===== src/rtl/seq_shifter.sv =====
// Multi-cycle shift/rotate unit: one command per start, one bit step per clock,
// with start/busy/done handshake and live serial fill from L/R.
//
// state   | meaning
// S_IDLE  | waiting for start; accepts and latches a command
// S_SHIFT | one shift/rotate step per edge until cnt reaches 1
// S_DONE  | one-cycle completion pulse, then back to S_IDLE
module seq_shifter #(
  parameter int W  = 8,
  parameter int CW = $clog2(W + 1)
) (
  input  logic          clk,
  input  logic          reset,
  input  logic          start,
  input  logic [2:0]    op,
  input  logic [CW-1:0] amt,
  input  logic [W-1:0]  DATA,
  input  logic          L,
  input  logic          R,
  output logic [W-1:0]  A,
  output logic          cout,
  output logic          busy,
  output logic          done,
  output logic          zero
);

  localparam logic [2:0] OP_LOAD = 3'b000;
  localparam logic [2:0] OP_SHL  = 3'b001;
  localparam logic [2:0] OP_SHR  = 3'b010;
  localparam logic [2:0] OP_SAR  = 3'b011;
  localparam logic [2:0] OP_ROL  = 3'b100;
  localparam logic [2:0] OP_ROR  = 3'b101;
  localparam logic [2:0] OP_CLR  = 3'b110;
  localparam logic [2:0] OP_NOP  = 3'b111;

  localparam logic [CW-1:0] W_CNT = CW'(W);

  typedef enum logic [1:0] {S_IDLE, S_SHIFT, S_DONE} state_t;

  state_t        state_q, state_d;
  logic [2:0]    op_q, op_d;
  logic [CW-1:0] cnt_q, cnt_d;
  logic [W-1:0]  a_q, a_d;
  logic          cout_q, cout_d;
  logic [CW-1:0] n_amt;

  // Amounts beyond the register width behave exactly like a full-width shift.
  assign n_amt = (amt > W_CNT) ? W_CNT : amt;

  always_ff @(posedge clk or posedge reset) begin
    if (reset) begin
      state_q <= S_IDLE;
      op_q    <= OP_NOP;
      cnt_q   <= '0;
      a_q     <= '0;
      cout_q  <= 1'b0;
    end else begin
      state_q <= state_d;
      op_q    <= op_d;
      cnt_q   <= cnt_d;
      a_q     <= a_d;
      cout_q  <= cout_d;
    end
  end

  always_comb begin
    state_d = state_q;
    op_d    = op_q;
    cnt_d   = cnt_q;
    a_d     = a_q;
    cout_d  = cout_q;
    case (state_q)
      S_IDLE: begin
        if (start) begin
          op_d   = op;
          cnt_d  = n_amt;
          cout_d = 1'b0;
          case (op)
            OP_LOAD: begin a_d = DATA; state_d = S_DONE; end
            OP_CLR:  begin a_d = '0;   state_d = S_DONE; end
            OP_NOP:  state_d = S_DONE;
            default: state_d = (n_amt == '0) ? S_DONE : S_SHIFT;
          endcase
        end
      end
      S_SHIFT: begin
        case (op_q)
          OP_SHL: begin a_d = {a_q[W-2:0], R};        cout_d = a_q[W-1]; end
          OP_SHR: begin a_d = {L, a_q[W-1:1]};        cout_d = a_q[0];   end
          OP_SAR: begin a_d = {a_q[W-1], a_q[W-1:1]}; cout_d = a_q[0];   end
          OP_ROL: begin a_d = {a_q[W-2:0], a_q[W-1]}; cout_d = a_q[W-1]; end
          OP_ROR: begin a_d = {a_q[0], a_q[W-1:1]};   cout_d = a_q[0];   end
          default: ;
        endcase
        cnt_d = cnt_q - 1'b1;
        if (cnt_q == CW'(1)) state_d = S_DONE;
      end
      S_DONE:  state_d = S_IDLE;
      default: state_d = S_IDLE;
    endcase
  end

  assign A    = a_q;
  assign cout = cout_q;
  assign busy = (state_q != S_IDLE);
  assign done = (state_q == S_DONE);
  assign zero = (a_q == '0);

endmodule


===== config.mk =====
export PLATFORM = sky130hd
export DESIGN_NAME = seq_shifter
export DESIGN_NICKNAME = d
export VERILOG_FILES = /design/src/rtl/seq_shifter.sv
export SDC_FILE = /design/constraint.sdc
export NUM_CORES = 1
export LEC_CHECK = 0
export CORE_MARGIN = 3
export CORE_UTILIZATION = 40
export CTS_BUF_LIST = sky130_fd_sc_hd__clkbuf_8
export DETAILED_ROUTE_END_ITERATION = 8
export MAX_ROUTING_LAYER = met4
export PLACE_DENSITY_LB_ADDON = 0.3
export SLEW_MARGIN = 10
export SYNTH_ARGS = -nofsm -noshare
export SYNTH_HDL_FRONTEND = slang
export SYNTH_SLANG_ARGS = --single-unit

===== constraint.sdc =====
create_clock -name clk -period 2 [get_ports clk]
set_input_delay 0.5 -clock clk [delete_from_list [all_inputs] [get_ports clk]]
set_output_delay 0.5 -clock clk [all_outputs]
set_load 0.01 [all_outputs]

==> qor.yml, run 1 <==
status: "completed"
crit_required_ns: 1.50
min_period_ns: 1.90
ctsLongestPathBuffers: 2
path_delay_family: "simple AND/OR/NAND/NOR gates"
worstMarginPinSlew_ns: 0.427
r2r-start: "op_q[2]"
grt_pass1_vias: 1183
cp-end-kind: "primary output"
drc: 0
wl_per_cell_um: 14.7
synthToLayoutAreaGrowth_pct: 40.1
start_util_pct: 44.4
drv_cap: 0
antenna_found_initial: 0
routabilityCongestion: 0.866
seq_area_frac_synth_pct: 35.2
cp_cell_sequence: "or4_1 > nor2_1 > buf_2"
p_per_area_mw_per_mm2: 1650
dr.pass1.iters: 4
setup_ws_ns: 0.100
async_flop_share_pct: 100
grt_overflow: 0
synth_warnings: 0
portBuffers: 31
layout_common_cells: "clkdlybuf4s50_1, buf_4, dfrtp_1, inv_1, a21oi_1"
clock_latency_ns: 0.26
design.core.area_mm2: 0.00290
ys.flop_type: "dfrtp_1"
drtIter0Drc: 100
dp_hpwl_um: 2510
cp_data_arrival_time_ns: 1.40
grt_pass1_wl_um: 5640
synth_cell_type_count: 48
hold_violations: 0
num_io_pins: 32
avgSynthCellArea_um2: 9.62
groute.usage.overall_pct: 18.1
cts_root_buf: "clkbuf_8"
nets: 206
fill_cells: 264
diodes: 0
dieArea_mm2: 0.00394
startpoint_type: "register"
slew_headroom_pct: 71.3
skew_ns: 0.00412
die_h_um: 62.8
rows: 19
final_common_cell: "clkdlybuf4s50_1"
viasPerCell: 5.47
wirelength_um: 3310
postCtsHoldBufs: 0
worst_hold_slack_ns: 0.528
hold_end: "cnt_q[3]"
rsz0062_at_grt: "no"
worstSetupPathType: "reg -> out"
synth-edff-count: 0
drv_slew: 0
cts_buffers: 3
cts_tree: "yes"
drive_above_1_share_pct: 22.4
fin_crit_sh_pct: 95.0
setup_viol: 0
hp-class: "reg -> reg"
syn_nets: 156
vias: 1230
reg2reg_setup_slack_ns: 0.27
syn-instance-count: 134
h-tree-depth: 1
slowest_stage: "or4_1"
cts.sinks: 18
max_stage_delay_ns: 0.53
finalSetupTns_ns: 0
hold_depth: 1
min_from: "cnt_q[3]"
clk_pin_slew_worst_paths_ns: 0.07
ys_seq_elements: 18
critPathBufInv: 1
place_ws_ns: -0.0498
vdd_drop_max_mv: 0.820
grt_max_degree: 19
power.leakage_nw: 0.778
max_freq_mhz: 526
die_w_um: 62.8
drtAntennaViolNets: 0
crit_fanout: 2
r2r-end: "A[5]"
reg2reg_depth: 4
synth.cell_area_mm2: 0.00129
-- stage by stage --
step	power, W	cell area [um^2]	util [%]	cells
floorplan	0.00195	1290	-	134
CTS	0.00298	1800	62.0	225
global route	0.00320	1810	62.3	225
finish	0.00297	1810	62.3	225
detailed placement	0.00267	1750	60.4	221
global placement	0.00259	1750	60.4	221
-- final cells by class --
| cell class | instances | area, um^2 | share of cell area [%] |
|---|---|---|---|
| multi-input cells | 95 | 727 | 40.3 |
| well taps | 42 | 52.6 | 2.91 |
| repair buffers | 51 | 460 | 25.5 |
| flip-flops and latches | 18 | 454 | 25.2 |
| clock buffers | 4 | 55.1 | 3.05 |
| inverters | 15 | 56.3 | 3.12 |
-- metal layers --
layer | part of all wire [%] | up-vias | GRT usage [%]
met5 | 0 | - | -
met2 | 47 | 33 | 27.8
met3 | 5.6 | 4 | 3.06
met1 | 46 | 596 | 24.4
met4 | 1.3 | 0 | 5.79
li1 | - | 597 | -
-- flip-flops by register name (all words and copies together), names as in the netlist --
| name | flops |
|---|---|
| state_q | 2 |
| A | 8 |
| cout | 1 |
| cnt_q | 4 |
| op_q | 3 |
-- worst max-delay path by stage --
stage	endpoint	depth (start not counted)	slack [ns]	from
5_1_grt	zero	3	0.005	A[4]
3_5_place_dp	A[5]	6	-0.05	op[1]
3_3_place_gp	zero	3	-0.04	A[0]
6_report	zero	3	0.10	A[3]
4_1_cts	done	3	0.003	state_q[1]
2_1_floorplan	zero	2	0.36	A[0]
-- cell families (layout without fill, tap and decap cells) --
| family | after synthesis | after routing | share of synthesized area [%] |
|---|---|---|---|
| AOI/OAI and AO/OA | 43 | 43 | 24.6 |
| buffers and inverters | 21 | 70 | 8.35 |
| xor gates and xnor gates | 1 | 1 | 0.680 |
| and+or+nand+nor | 39 | 39 | 20.9 |
| adders and majority gates | 2 | 2 | 1.94 |
| muxes | 10 | 10 | 8.35 |
| DFF | 18 | 18 | 35.2 |
-- cell usage after synthesis (2+ instances only) --
cell type	instances	area, um^2
ha_1	2	25.0
or4_1	2	15.0
a222oi_1	6	60.1
nor3_1	4	20.0
nor2b_1	3	18.8
dfstp_2	3	78.8
a31oi_1	3	18.8
buf_6	3	33.8
nand2b_1	2	12.5
o22a_1	3	26.3
or3_1	2	12.5
dfrtp_1	15	375
a21oi_1	12	60.1
buf_2	2	10.0
nor3_4	2	32.5
o31a_1	2	17.5
o21ai_0	7	35.0
nand3b_1	2	15.0
nand3_1	3	15.0
nor2_1	3	11.3
mux2_2	2	22.5
inv_1	15	56.3
mux2i_1	7	70.1
nand2_1	5	18.8
-- repair_timing --
action,4_1_cts,5_1_grt
endpoints found under the hold margin,0,0
buffers inserted,0,0
endpoints found under the setup margin,2,2
cloned,0,0
resized for setup,5,2
pin swaps,0,2
-- power breakdown --
group / internal [W] / total [W] / switching (W)
Combinational: 0.000990 / 0.00189 / 0.000900
Clock: 0.000175 / 0.000308 / 0.000133
Sequential: 0.000577 / 0.000773 / 0.000195
-- worst register-to-register path, cell delays in order (launching register included) --
cell	delay [ns]
dfstp_2	0.65
and2b_1	0.28
o21a_1	0.27
a222oi_1	0.28
mux2i_1	0.12
(Power assumes the default switching activity.)
==> inputs of run 2 (changes only) <==
CAP_MARGIN = 0   (was not set)
CORE_MARGIN = not set   (was 3)
CORE_UTILIZATION = 49   (was 40)
==> qor.yml, run 2 (synthesis results as in run 1) <==
dr.pass1.iters: 7
cts_root_buf: "clkbuf_8"
drive_above_1_share_pct: 22.0
slew_headroom_pct: 73.3
diodes: 0
hp-class: "reg -> reg"
switching_share_pct: 41.9
synthToLayoutAreaGrowth_pct: 39.1
drv_slew: 0
die_w_um: 53.3
min_period_ns: 1.92
clock_latency_ns: 0.26
wirelength_um: 3470
final_common_cell: "clkdlybuf4s50_1"
stdcell_area_mm2: 0.00179
max_freq_mhz: 521
groute.usage.overall_pct: 27.9
hold_violations: 0
nets: 205
h-tree-depth: 1
routabilityCongestion: 0.823
p_seq_share_pct: 26.2
switching_power_w: 0.00127
p_per_area_mw_per_mm2: 1680
p_clk_share_pct: 10.0
num_io_pins: 32
status: "completed"
skew_ns: 0.00308
drc: 0
worstMarginPinSlew_ns: 0.397
worstSetupPathType: "reg -> out"
fin_crit_sh_pct: 96.1
startpoint_type: "register"
drtIter0Drc: 51
place_ws_ns: -0.0723
vias: 1231
rsz0062_at_grt: "no"
power.leakage_nw: 0.765
cts.sinks: 18
setup_viol: 0
comb_power_share_pct: 63.8
grt_max_degree: 19
crit_required_ns: 1.50
cp-end-kind: "primary output"
rows: 18
design.core.area_mm2: 0.00248
vdd_drop_max_mv: 1.21
ctsLongestPathBuffers: 2
grt_overflow: 0
largest_register_ffs: 8
dieArea_mm2: 0.00284
viasPerCell: 5.81
die_h_um: 53.3
layout_common_cells: "clkdlybuf4s50_1, buf_4, dfrtp_1, inv_1, a21oi_1"
cts_tree: "yes"
cts_setup_buffers: 0
portBuffers: 31
setup_ws_ns: 0.0789
dp_hpwl_um: 2530
wl_per_cell_um: 16.4
intPower_w: 0.00175
grt_pass1_wl_um: 5500
start_util_pct: 52.0
clk_pin_slew_worst_paths_ns: 0.07
cp_data_arrival_time_ns: 1.42
drv_cap: 0
antenna_found_initial: 0
cts_buffers: 3
grt_pass1_vias: 1194
crit_fanout: 2
postPlaceCellArea_mm2: 0.00174
drtAntennaViolNets: 0
run 2: cell types whose count changed in the layout (fill, tap and decap cells not counted):
cell             before  now
buf_12                0    1
buf_6                 1    0
buf_4                19   18
dlygate4sd2_1         1    0
clkdlybuf4s50_1      28   29
run 2: layout make-up:
type	instances	area (um^2)
fill	194	684
clock buffer	4	55.1
multi-input combinational	95	727
inverter	15	56.3
tap	30	37.5
sequential	18	454
timing repair buffer	50	463
run 2: final timing paths:
kind,from,cells after the start,endpoint,slack (ns)
max,A[0],3,zero,0.08
min,cnt_q[3],1,cnt_q[3],0.54
max reg2reg,state_q[0],6,A[5],0.18
min reg2reg,cnt_q[3],1,cnt_q[3],0.54
max in group asynchronous,reset,3,op_q[2],1.17
min in group asynchronous,reset,3,A[1],0.57
run 2: power by group through the flow:
stage          sequential, W  combinational [W]  clock (W)
6_report            0.000789            0.00193   0.000301
5_1_grt             0.000807            0.00207   0.000320
4_1_cts             0.000781            0.00193   0.000304
3_5_place_dp        0.000784            0.00191          0
3_3_place_gp        0.000760            0.00183          0
2_1_floorplan       0.000776            0.00118          0
run 2: stage by stage:
step           cells  total power [W]  util, %  hold WS [ns]  TNS (ns)
6_report         212          0.00302     72.4         0.537         0
5_1_grt          212          0.00320     72.4         0.562         0
4_1_cts          212          0.00301     72.3         0.541         0
3_5_place_dp     208          0.00270     70.3         0.514    -0.176
3_3_place_gp     208          0.00259     70.3         0.505   -0.0294
2_1_floorplan    134          0.00195        -         0.436         0
run 2: repair_timing:
action / in CTS / in global routing
resized for setup: 4 / 1
pin swaps: 1 / 0
cloned: 0 / 0
hold buffers: 0 / 0
setup endpoints to repair: 1 / 1
run 2: critical path, cell delays in order, from the launching register on:
cell and delay (ns):
dfrtp_1 0.39, or4_1 0.52, nor2_1 0.12, buf_2 0.14
run 2: layer usage:
layer | up-vias | track usage, % | part of all wire, %
met5 | - | - | 0
met4 | 0 | 11.8 | 1.5
met3 | 4 | 3.74 | 4.6
met2 | 36 | 42.5 | 50
met1 | 596 | 36.7 | 44
li1 | 595 | - | -
==> inputs of run 3 (changes only) <==
CORE_MARGIN = 10   (was not set)
==> qor.yml, run 3 (synthesis results as in run 1) <==
worstMarginPinSlew_ns: 0.401
drtAntennaViolNets: 0
startpoint_type: "register"
min_from: "cnt_q[3]"
synthToLayoutAreaGrowth_pct: 37.2
rows: 18
cp_data_arrival_time_ns: 1.39
r2r-start: "state_q[0]"
hold_violations: 0
drc: 0
cts.sinks: 18
diodes: 0
final_common_cell: "clkdlybuf4s50_1"
finalSetupTns_ns: 0
wirelength_um: 3700
num_io_pins: 32
utilization_pct: 70.7
cp-end-kind: "primary output"
cts_setup_buffers: 0
grt_pass1_wl_um: 6200
grt_max_degree: 19
cts_root_buf: "clkbuf_8"
setup_viol: 0
worstSetupPathType: "reg -> out"
routabilityCongestion: 0.905
vias: 1230
portBuffers: 31
start_util_pct: 51.6
wl_per_cell_um: 17.6
die_w_um: 71.3
viasPerCell: 5.86
ctsLongestPathBuffers: 2
layout_common_cells: "clkdlybuf4s50_1, inv_1, buf_4"
grt_overflow: 0
power.leakage_nw: 0.753
antenna_found_initial: 0
status: "completed"
design.core.area_mm2: 0.00250
drv_slew: 0
dieArea_mm2: 0.00508
crit_required_ns: 1.50
drv_cap: 0
hp-class: "reg -> reg"
clk_pin_slew_worst_paths_ns: 0.07
p_per_area_mw_per_mm2: 1660
h-tree-depth: 1
rsz0062_at_grt: "no"
slew_headroom_pct: 73.0
grt_pass1_vias: 1261
vdd_drop_max_mv: 0.951
skew_ns: 0.00266
cts_buffers: 3
max_freq_mhz: 530
dp_hpwl_um: 2790
drive_above_1_share_pct: 20.6
postCtsHoldBufs: 0
groute.usage.overall_pct: 14.8
fin_crit_sh_pct: 94.3
cts_tree: "yes"
dr.pass1.iters: 8
fill_cells: 188
nets: 203
crit_fanout: 2
crit_start: "A[4]"
clock_latency_ns: 0.25
drtIter0Drc: 133
min_period_ns: 1.89
die_h_um: 71.3
largest_register_ffs: 8
==> run 3: cell count changes in the layout (fill, tap and decap cells not counted), sizes merged <==
| cell | before | now |
|---|---|---|
| buf | 20 | 18 |
| clkbuf | 4 | 3 |
| inv | 15 | 16 |
==> run 3: report_power, final <==
group | internal, W | leakage (nW) | switching [W] | total [W]
Clock | 0.000136 | 0.0269 | 0.000120 | 0.000256
Sequential | 0.000578 | 0.212 | 0.000197 | 0.000774
Combinational | 0.000968 | 0.515 | 0.000933 | 0.00190
Total | 0.00168 | 0.753 | 0.00125 | 0.00293
==> run 3: path summary, 6_finish.rpt <==
kind                            slack [ns]       end  depth (start not counted)
min in group asynchronous             0.57      cout                          3
worst min register to register        0.54  cnt_q[3]                          1
worst min-delay path                  0.54  cnt_q[3]                          1
worst max-delay path                  0.11      zero                          3
worst max register to register        0.16      A[5]                          6
max in group asynchronous             1.17   op_q[2]                          3
==> run 3: layer usage <==
layer  track usage, %  up-vias  wire [um]
li1                 -      588          -
met1             19.8      598       1680
met2             23.2       42       1830
met3             2.48        2        181
met4             2.37        0         12
met5                -        -          0
==> run 3: critical path, stage by stage, from the launching register on <==
cell,delay [ns]
dfrtp_1,0.38
or4_1,0.51
nor2_1,0.11
buf_2,0.14
==> run 3: repair_timing <==
item | CTS | global route
cloned | 0 | 0
gates resized for setup | 3 | 2
setup endpoints to repair | 1 | 2
==> run 3: stage by stage <==
step	setup WS (ns)	cells	cell area, um^2	hold slack, ns	total power, W
finish	0.114	210	1770	0.542	0.00293
global route	0.0478	210	1770	0.568	0.00316
CTS	0.00875	210	1770	0.540	0.00294
detailed placement	-0.0575	206	1730	0.524	0.00266
global placement	-0.0294	206	1730	0.506	0.00257
floorplan	0.363	134	1290	0.436	0.00195
==> run 3: area by class of cell <==
| class | count | area (um^2) | area share [%] |
|---|---|---|---|
| Multi-Input combinational cell | 95 | 727 | 41.1 |
| Inverter | 15 | 56.3 | 3.18 |
| Clock buffer | 3 | 41.3 | 2.34 |
| Timing Repair Buffer | 48 | 448 | 25.3 |
| Clock inverter | 1 | 3.75 | 0.212 |
| Sequential cell | 18 | 454 | 25.7 |
| Tap cell | 30 | 37.5 | 2.12 |
